$ cat src/rtl/pea_result_drain.sv
// Drains paired result/status FIFOs of the PEA output stage and serializes each
// pair as four host words (status hi/lo, result hi/lo) over valid/ready.
module pea_result_drain #(
  parameter int unsigned buffer_size_out = 32,
  parameter int unsigned width           = 16,
  localparam int unsigned pop_w          = $clog2(buffer_size_out)
) (
  input  logic               clk,
  input  logic               rst,
  input  logic [pop_w-1:0]   result_pop,
  input  logic [pop_w-1:0]   status_pop,
  input  logic [2*width-1:0] result_in,
  input  logic [2*width-1:0] status_in,
  output logic               rd_en,
  output logic [width-1:0]   out_data,
  output logic               out_valid,
  input  logic               out_ready,
  output logic [15:0]        pkt_count,
  output logic [15:0]        err_count,
  output logic               sync_err,
  output logic               busy
);

  typedef enum logic [2:0] {
    StIdle, StPop, StLatch, StSend0, StSend1, StSend2, StSend3
  } state_e;

  state_e             state_q, state_d;
  logic [2*width-1:0] res_q, res_d;
  logic [2*width-1:0] sts_q, sts_d;
  logic [width-1:0]   out_data_q, out_data_d;
  logic               out_valid_q, out_valid_d;
  logic [15:0]        pkt_q, pkt_d;
  logic [15:0]        err_q, err_d;
  logic               sync_q, sync_d;

  always_comb begin
    state_d     = state_q;
    res_d       = res_q;
    sts_d       = sts_q;
    out_data_d  = out_data_q;
    out_valid_d = out_valid_q;
    pkt_d       = pkt_q;
    err_d       = err_q;
    sync_d      = sync_q;
    unique case (state_q)
      StIdle: begin
        if (result_pop != status_pop) sync_d = 1'b1;
        // Only pop when both sides hold an entry, so the pair stays aligned.
        if (result_pop != '0 && status_pop != '0) state_d = StPop;
      end
      StPop:   state_d = StLatch;
      StLatch: begin
        res_d = result_in;
        sts_d = status_in;
        if (status_in != '0 && err_q != 16'hFFFF) err_d = err_q + 16'd1;
        out_data_d  = status_in[2*width-1:width];
        out_valid_d = 1'b1;
        state_d     = StSend0;
      end
      // out_valid_q is high in every send state, so out_ready alone marks the handshake.
      StSend0: if (out_ready) begin
        out_data_d = sts_q[width-1:0];
        state_d    = StSend1;
      end
      StSend1: if (out_ready) begin
        out_data_d = res_q[2*width-1:width];
        state_d    = StSend2;
      end
      StSend2: if (out_ready) begin
        out_data_d = res_q[width-1:0];
        state_d    = StSend3;
      end
      StSend3: if (out_ready) begin
        out_valid_d = 1'b0;
        pkt_d       = pkt_q + 16'd1;
        state_d     = StIdle;
      end
      default: state_d = StIdle;
    endcase
  end

  always_ff @(posedge clk or negedge rst) begin
    if (!rst) begin
      state_q     <= StIdle;
      res_q       <= '0;
      sts_q       <= '0;
      out_data_q  <= '0;
      out_valid_q <= 1'b0;
      pkt_q       <= '0;
      err_q       <= '0;
      sync_q      <= 1'b0;
    end else begin
      state_q     <= state_d;
      res_q       <= res_d;
      sts_q       <= sts_d;
      out_data_q  <= out_data_d;
      out_valid_q <= out_valid_d;
      pkt_q       <= pkt_d;
      err_q       <= err_d;
      sync_q      <= sync_d;
    end
  end

  assign rd_en     = (state_q == StPop);
  assign busy      = (state_q != StIdle);
  assign out_data  = out_data_q;
  assign out_valid = out_valid_q;
  assign pkt_count = pkt_q;
  assign err_count = err_q;
  assign sync_err  = sync_q;

endmodule
$ cat config.mk
export PLATFORM = sky130hd
export DESIGN_NAME = pea_result_drain
export DESIGN_NICKNAME = d
export VERILOG_FILES = /design/src/rtl/pea_result_drain.sv
export SDC_FILE = /design/constraint.sdc
export NUM_CORES = 1
export LEC_CHECK = 0
export BUFFER_PORTS_ARGS = -buffer_cell sky130_fd_sc_hd__buf_4
export CAP_MARGIN = 20
export CORE_MARGIN = 2
export CORE_UTILIZATION = 25
export DETAILED_ROUTE_END_ITERATION = 8
export GPL_TIMING_DRIVEN = 0
export PLACE_DENSITY = 0.56
export REMOVE_ABC_BUFFERS = 1
export SKIP_LAST_GASP = 1
export SYNTH_ARGS = -nofsm -noshare
export SYNTH_HDL_FRONTEND = slang
export SYNTH_SLANG_ARGS = --single-unit
$ cat constraint.sdc
create_clock -name clk -period 2.3 [get_ports clk]
set_input_delay 0.345 -clock clk [delete_from_list [all_inputs] [get_ports clk]]
set_output_delay 0.345 -clock clk [all_outputs]
set_load 0.05 [all_outputs]
# Yosys cells after proc, flatten, opt, wreduce, memory -nomap -nowiden
# Cells that the tools add are included.
# totals
memories	0
word_cells	50
latch_bits	0
rom_bits	0
ram_bits	0
ff_bits	101
input_bits	77
# op_classes
n_lt_le_gt_ge	0
n_mul	0
n_addsub	2
n_shift	0
div_mod_pow	0
n_reduce_logical	15
n_mux	12
bitwise_logic	0
n_eq_ne	13
# op_table
op	count
$pmux 16 s4	1
$mux 16	3
$add 16x1->16 const B	2
$reduce_bool 32->1	1
$pmux 3 s7	1
$ne 16x16->1 const B	1
$mux 3	5
$ne 2x2->1 const B	5
$reduce_bool 5->1	2
$eq 3x3->1 const B	3
$reduce_and 2->1	4
$eq 3x2->1 const B	2
$ne 5x5->1	1
$reduce_and 5->1	1
$reduce_and 4->1	1
$reduce_bool 4->1	1
$eq 3x1->1 const B	1
$logic_not 3->1	1
$reduce_bool 3->1	1
$logic_and 1x1->1	2
$pmux 1 s2	1
$reduce_bool 2->1	1
$mux 1	1

# Logic depth before layout (Yosys ltp)
# depth
depth_word	4
depth_mapped	7

# Worst setup path before layout
# No wires, ideal clock.
# synth_timing
path_type	reg-to-reg
startpoint	register err_q[10] (netlist: err_count[10])
endpoint	register err_q[13] (netlist: err_count[13])
arrival_time_ns	1.759
setup_time_ns	0.146
t_required_ns	2.154
period_less_slack_ns	1.905
stages_incl_launch_ff	6
setup_slack_ns	0.395
path_buffers	0
path_cell_list	dfrtp_1 -> and4_1 -> nand4_1 -> nor2_2 -> and4bb_1 -> xor2_1
# synth_between
elab_chain_len	3
# synth_lines
element	line_no	text
start, declared	34	logic [15:0] err_q, err_d;
start signal, assigned	100	err_q <= err_d;
branches (longest 3 deep; another with $add 16x1->16)	--	
# Parallel ways; which one is timed is not known.
# A chain may end at the register's enable or synchronous reset.

# Worst setup path in the final report
# layout_timing
startpoint	register state_q[0]
endpoint	register err_q[1] (netlist: err_count[1])
# layout_between
elab_chain_len	2
# layout_lines
element	line_no	text
start, declared	28	state_e state_q, state_d;
start signal, assigned	85	state_q <= StIdle;
start signal, assigned	94	state_q <= state_d;
$eq 3x2->1	46	unique case (state_q)
$reduce_and 2->1 (no line)	--	
# No other way between the ends.

==> run metrics <==
status=finished clean; Max-slew headroom=55.7%; number of global-route vias before repair=3825; final hold vios=0; vias=3786; clk slew on worst S/H paths=0.08 ns; crit-path max cell delay=0.61 ns; Core Region=18600 µm²; DR DRC count=0; remaining antenna violation count=0; static leakage=2.85 nW; worst setup path class=reg2reg; number of synthesized flops with an enable pin=0; CTS tree=built; share of cells above drive strength 1=39.6%; Tmin final=2.21 ns; ys flop type=dfrtp_1; final period utilization=96.1%; I/O Pins=129; Synth-to-Final Area Change=34.6%; detailed-placement wirelength estimate=9940 µm; initial antenna violation count=0; mapped cell area=4720 µm²; CP required=2.54 ns; Clock Sinks=101; Max Clk Rate=0.452 GHz; Async SR Flop Fraction=100%; FF+latch count, synth=101; Num CTS Buffers=9; RR Startpoint=state_q[0]; RSZ-0062 raised after global routing=true; min-delay worst type=in2reg; Synth Warn #=0; Reg-to-Reg End=err_count[1]; GRT Util Overall=13.6%; Synth area leader=dfrtp_1; Final Max Slew Viols=0; die height=141 µm; routed length per instance=17.4 µm; max cap viols=0; worst vdd ir=919 µV; Synth cell types=44; initial DRC count=144; Final Non-Filler Cells=779; crit-path most repeated cell=buf_8; critical path peak fanout=24; Core Util, Final=34.1%; path depth of the worst reg2reg path=6; Placed Instances=760; Hold WS=0.219 ns; ANT cells=0; ranking of synthesized cells by area=dfrtp_1, mux2_2, xor2_1; Final Cell Area=6350 µm²; Slew @ Worst Pin=0.664 ns; row cnt=50; fillers=1924; Syn Area/Cell=11.5 µm²; largest net degree at the start of global routing=70; crit path DAT=2.45 ns; CP endpoint=err_count[1]; sequential area share after synthesis=53.6%; critical-path cell list=nor3_4 > buf_8 > buf_8 > o21ai_2 > nor2_1 > mux2_2; H-tree depth=3; CP endpoint kind=flop; Die X=141 µm; beginning of the critical path=state_q[0]; Final nets=619; register area=2530 µm²; Synth top area share=53.6%; clk buf depth=2; Final setup viols=0; first-pass GRT wire length=21000 µm; Overflow after GRT=0; Post-Route WL=13600 µm; CTS Root Cell=clkbuf_16; Starting Density=25.3%; clock latency on the worst-skew pair=0.35 ns; GP Congestion=0.793; Synth Instances=412; reg2reg setup slack=0.09 ns; area of the multi-input gates=2060 µm²; placed inst area=6020 µm²; Die ar.=20000 µm²; startpoint types=flop; DRT Pass-1 Iters=4; P per Cell Area=1300 nW/µm²; crit path max-delay cell type=dfrtp_4; Post-Route Skew=0.00949 ns; port bufs=128; DR vias/cell=4.86; WHS Path Cells=2
area by class of cell:
type,count,area share [%]
multi-input combinational,276,32.5
clock inverter,7,1.02
sequential,101,39.9
inverter,15,0.886
tap,234,4.61
clock buffer,9,3.54
timing repair buffer,137,17.6
worst min-delay path by stage:
| stage | slack [ns] | startpoint | to |
|---|---|---|---|
| 6_report | 0.22 | result_in[17] | res_q[17] |
| 5_1_grt | 0.20 | result_in[27] | res_q[27] |
| 4_1_cts | 0.20 | result_in[17] | res_q[17] |
| 3_5_place_dp | 0.32 | rst | err_count[3] |
| 3_3_place_gp | 0.46 | sync_err | sync_err |
| 2_1_floorplan | 0.05 | rst | err_count[0] |
registers in the layout, summed over array words and instances, names as in the netlist:
register   flops
sts_q         16
sync_err       1
out_data      16
err_count     16
state_q        3
res_q         32
pkt_count     16
out_valid      1
cells by family (layout without fill, tap and decap cells):
| logic type | Yosys count | after routing | synth area share [%] |
|---|---|---|---|
| AO/OA/AOI/OAI | 93 | 93 | 12.8 |
| XOR/XNOR | 35 | 35 | 6.50 |
| adder cells (fa/ha/maj) | 2 | 2 | 0.530 |
| buffers and inverters | 35 | 168 | 3.05 |
| flip-flops | 101 | 101 | 53.6 |
| multiplexers | 50 | 50 | 11.9 |
| AND/OR/NAND/NOR | 96 | 96 | 11.7 |
repair_timing:
item / in CTS / in global routing
pin swaps: 1 / 0
setup buffers: 1 / 1
hold buffers: 1 / 0
hold endpoints to repair: 32 / 0
endpoints found under the setup margin: 79 / 19
gates resized for setup: 3 / 3
cell usage after synthesis, types with 2 or more instances:
cell type and count:
ha_1 2, buf_2 10, nor2_1 10, xnor2_1 14
o221ai_1 6, and4_1 5, nand4_1 4, a22oi_1 10
nand2b_1 3, a21oi_1 23, mux2_2 49, or4_1 2
nand3_1 12, and3_1 3, xor2_1 21, nor2b_1 2
or3_1 2, o21ai_0 22, nor3b_1 2, nor2_2 2
clkbuf_1 9, a221oi_1 10, inv_1 14, nand2_1 23
nor3_1 9, o22ai_1 7, nor4_1 10, a211oi_1 10
dfrtp_1 101
through the flow:
step	power (mW)	setup slack [ns]	setup TNS (ns)
floorplan	5.38	-0.812	-32.17
global placement	6.49	-2.09	-122.92
detailed placement	6.77	-0.960	-36.47
CTS	8.34	0.00663	0
global route	8.83	-0.0265	-0.0358
finish	8.28	0.0899	0
worst max-delay path: cells and delay by family, from the launching register on:
kind                   cells  cell delay, ns
AO/OA/AOI/OAI              1            0.16
buffers and inverters      2            0.45
flip-flops                 1            0.61
multiplexers               1            0.35
AND/OR/NAND/NOR            2            0.51
cell usage in the layout, fill, tap and decap left out, types with 3 or more instances in the layout:
| cell type | Yosys | routed |
|---|---|---|
| a21oi_1 | 23 | 22 |
| a221oi_1 | 10 | 10 |
| inv_8 | 0 | 3 |
| xnor2_1 | 14 | 14 |
| a211oi_1 | 10 | 10 |
| dfrtp_1 | 101 | 99 |
| nand2_1 | 23 | 23 |
| nor4_1 | 10 | 9 |
| buf_16 | 0 | 3 |
| inv_1 | 14 | 14 |
| buf_8 | 0 | 3 |
| and3_1 | 3 | 3 |
| nor3_1 | 9 | 9 |
| nand4_1 | 4 | 4 |
| nand3_1 | 12 | 12 |
| buf_4 | 0 | 129 |
| mux2_2 | 49 | 49 |
| xor2_1 | 21 | 21 |
| o221ai_1 | 6 | 6 |
| o21ai_0 | 22 | 22 |
| a22oi_1 | 10 | 10 |
| o22ai_1 | 7 | 7 |
| and4_1 | 5 | 5 |
| clkbuf_16 | 0 | 9 |
| nand2b_1 | 3 | 3 |
| nor2_1 | 10 | 10 |
metal layers:
layer / global-route usage (%) / routed length [µm] / vias to the layer above
met5: 0 / 0 / -
met4: 4.21 / 269 / 0
met3: 4.45 / 943 / 21
met1: 17.1 / 5820 / 1871
met2: 22.2 / 6540 / 117
li1: - / - / 1777
power breakdown:
group / switching [mW] / total, mW / internal [mW]
registers: 0.557 / 3.03 / 2.47
logic: 2.17 / 3.73 / 1.56
clock network: 0.758 / 1.52 / 0.766
No activity file was read; power rests on OpenSTA's default activity.
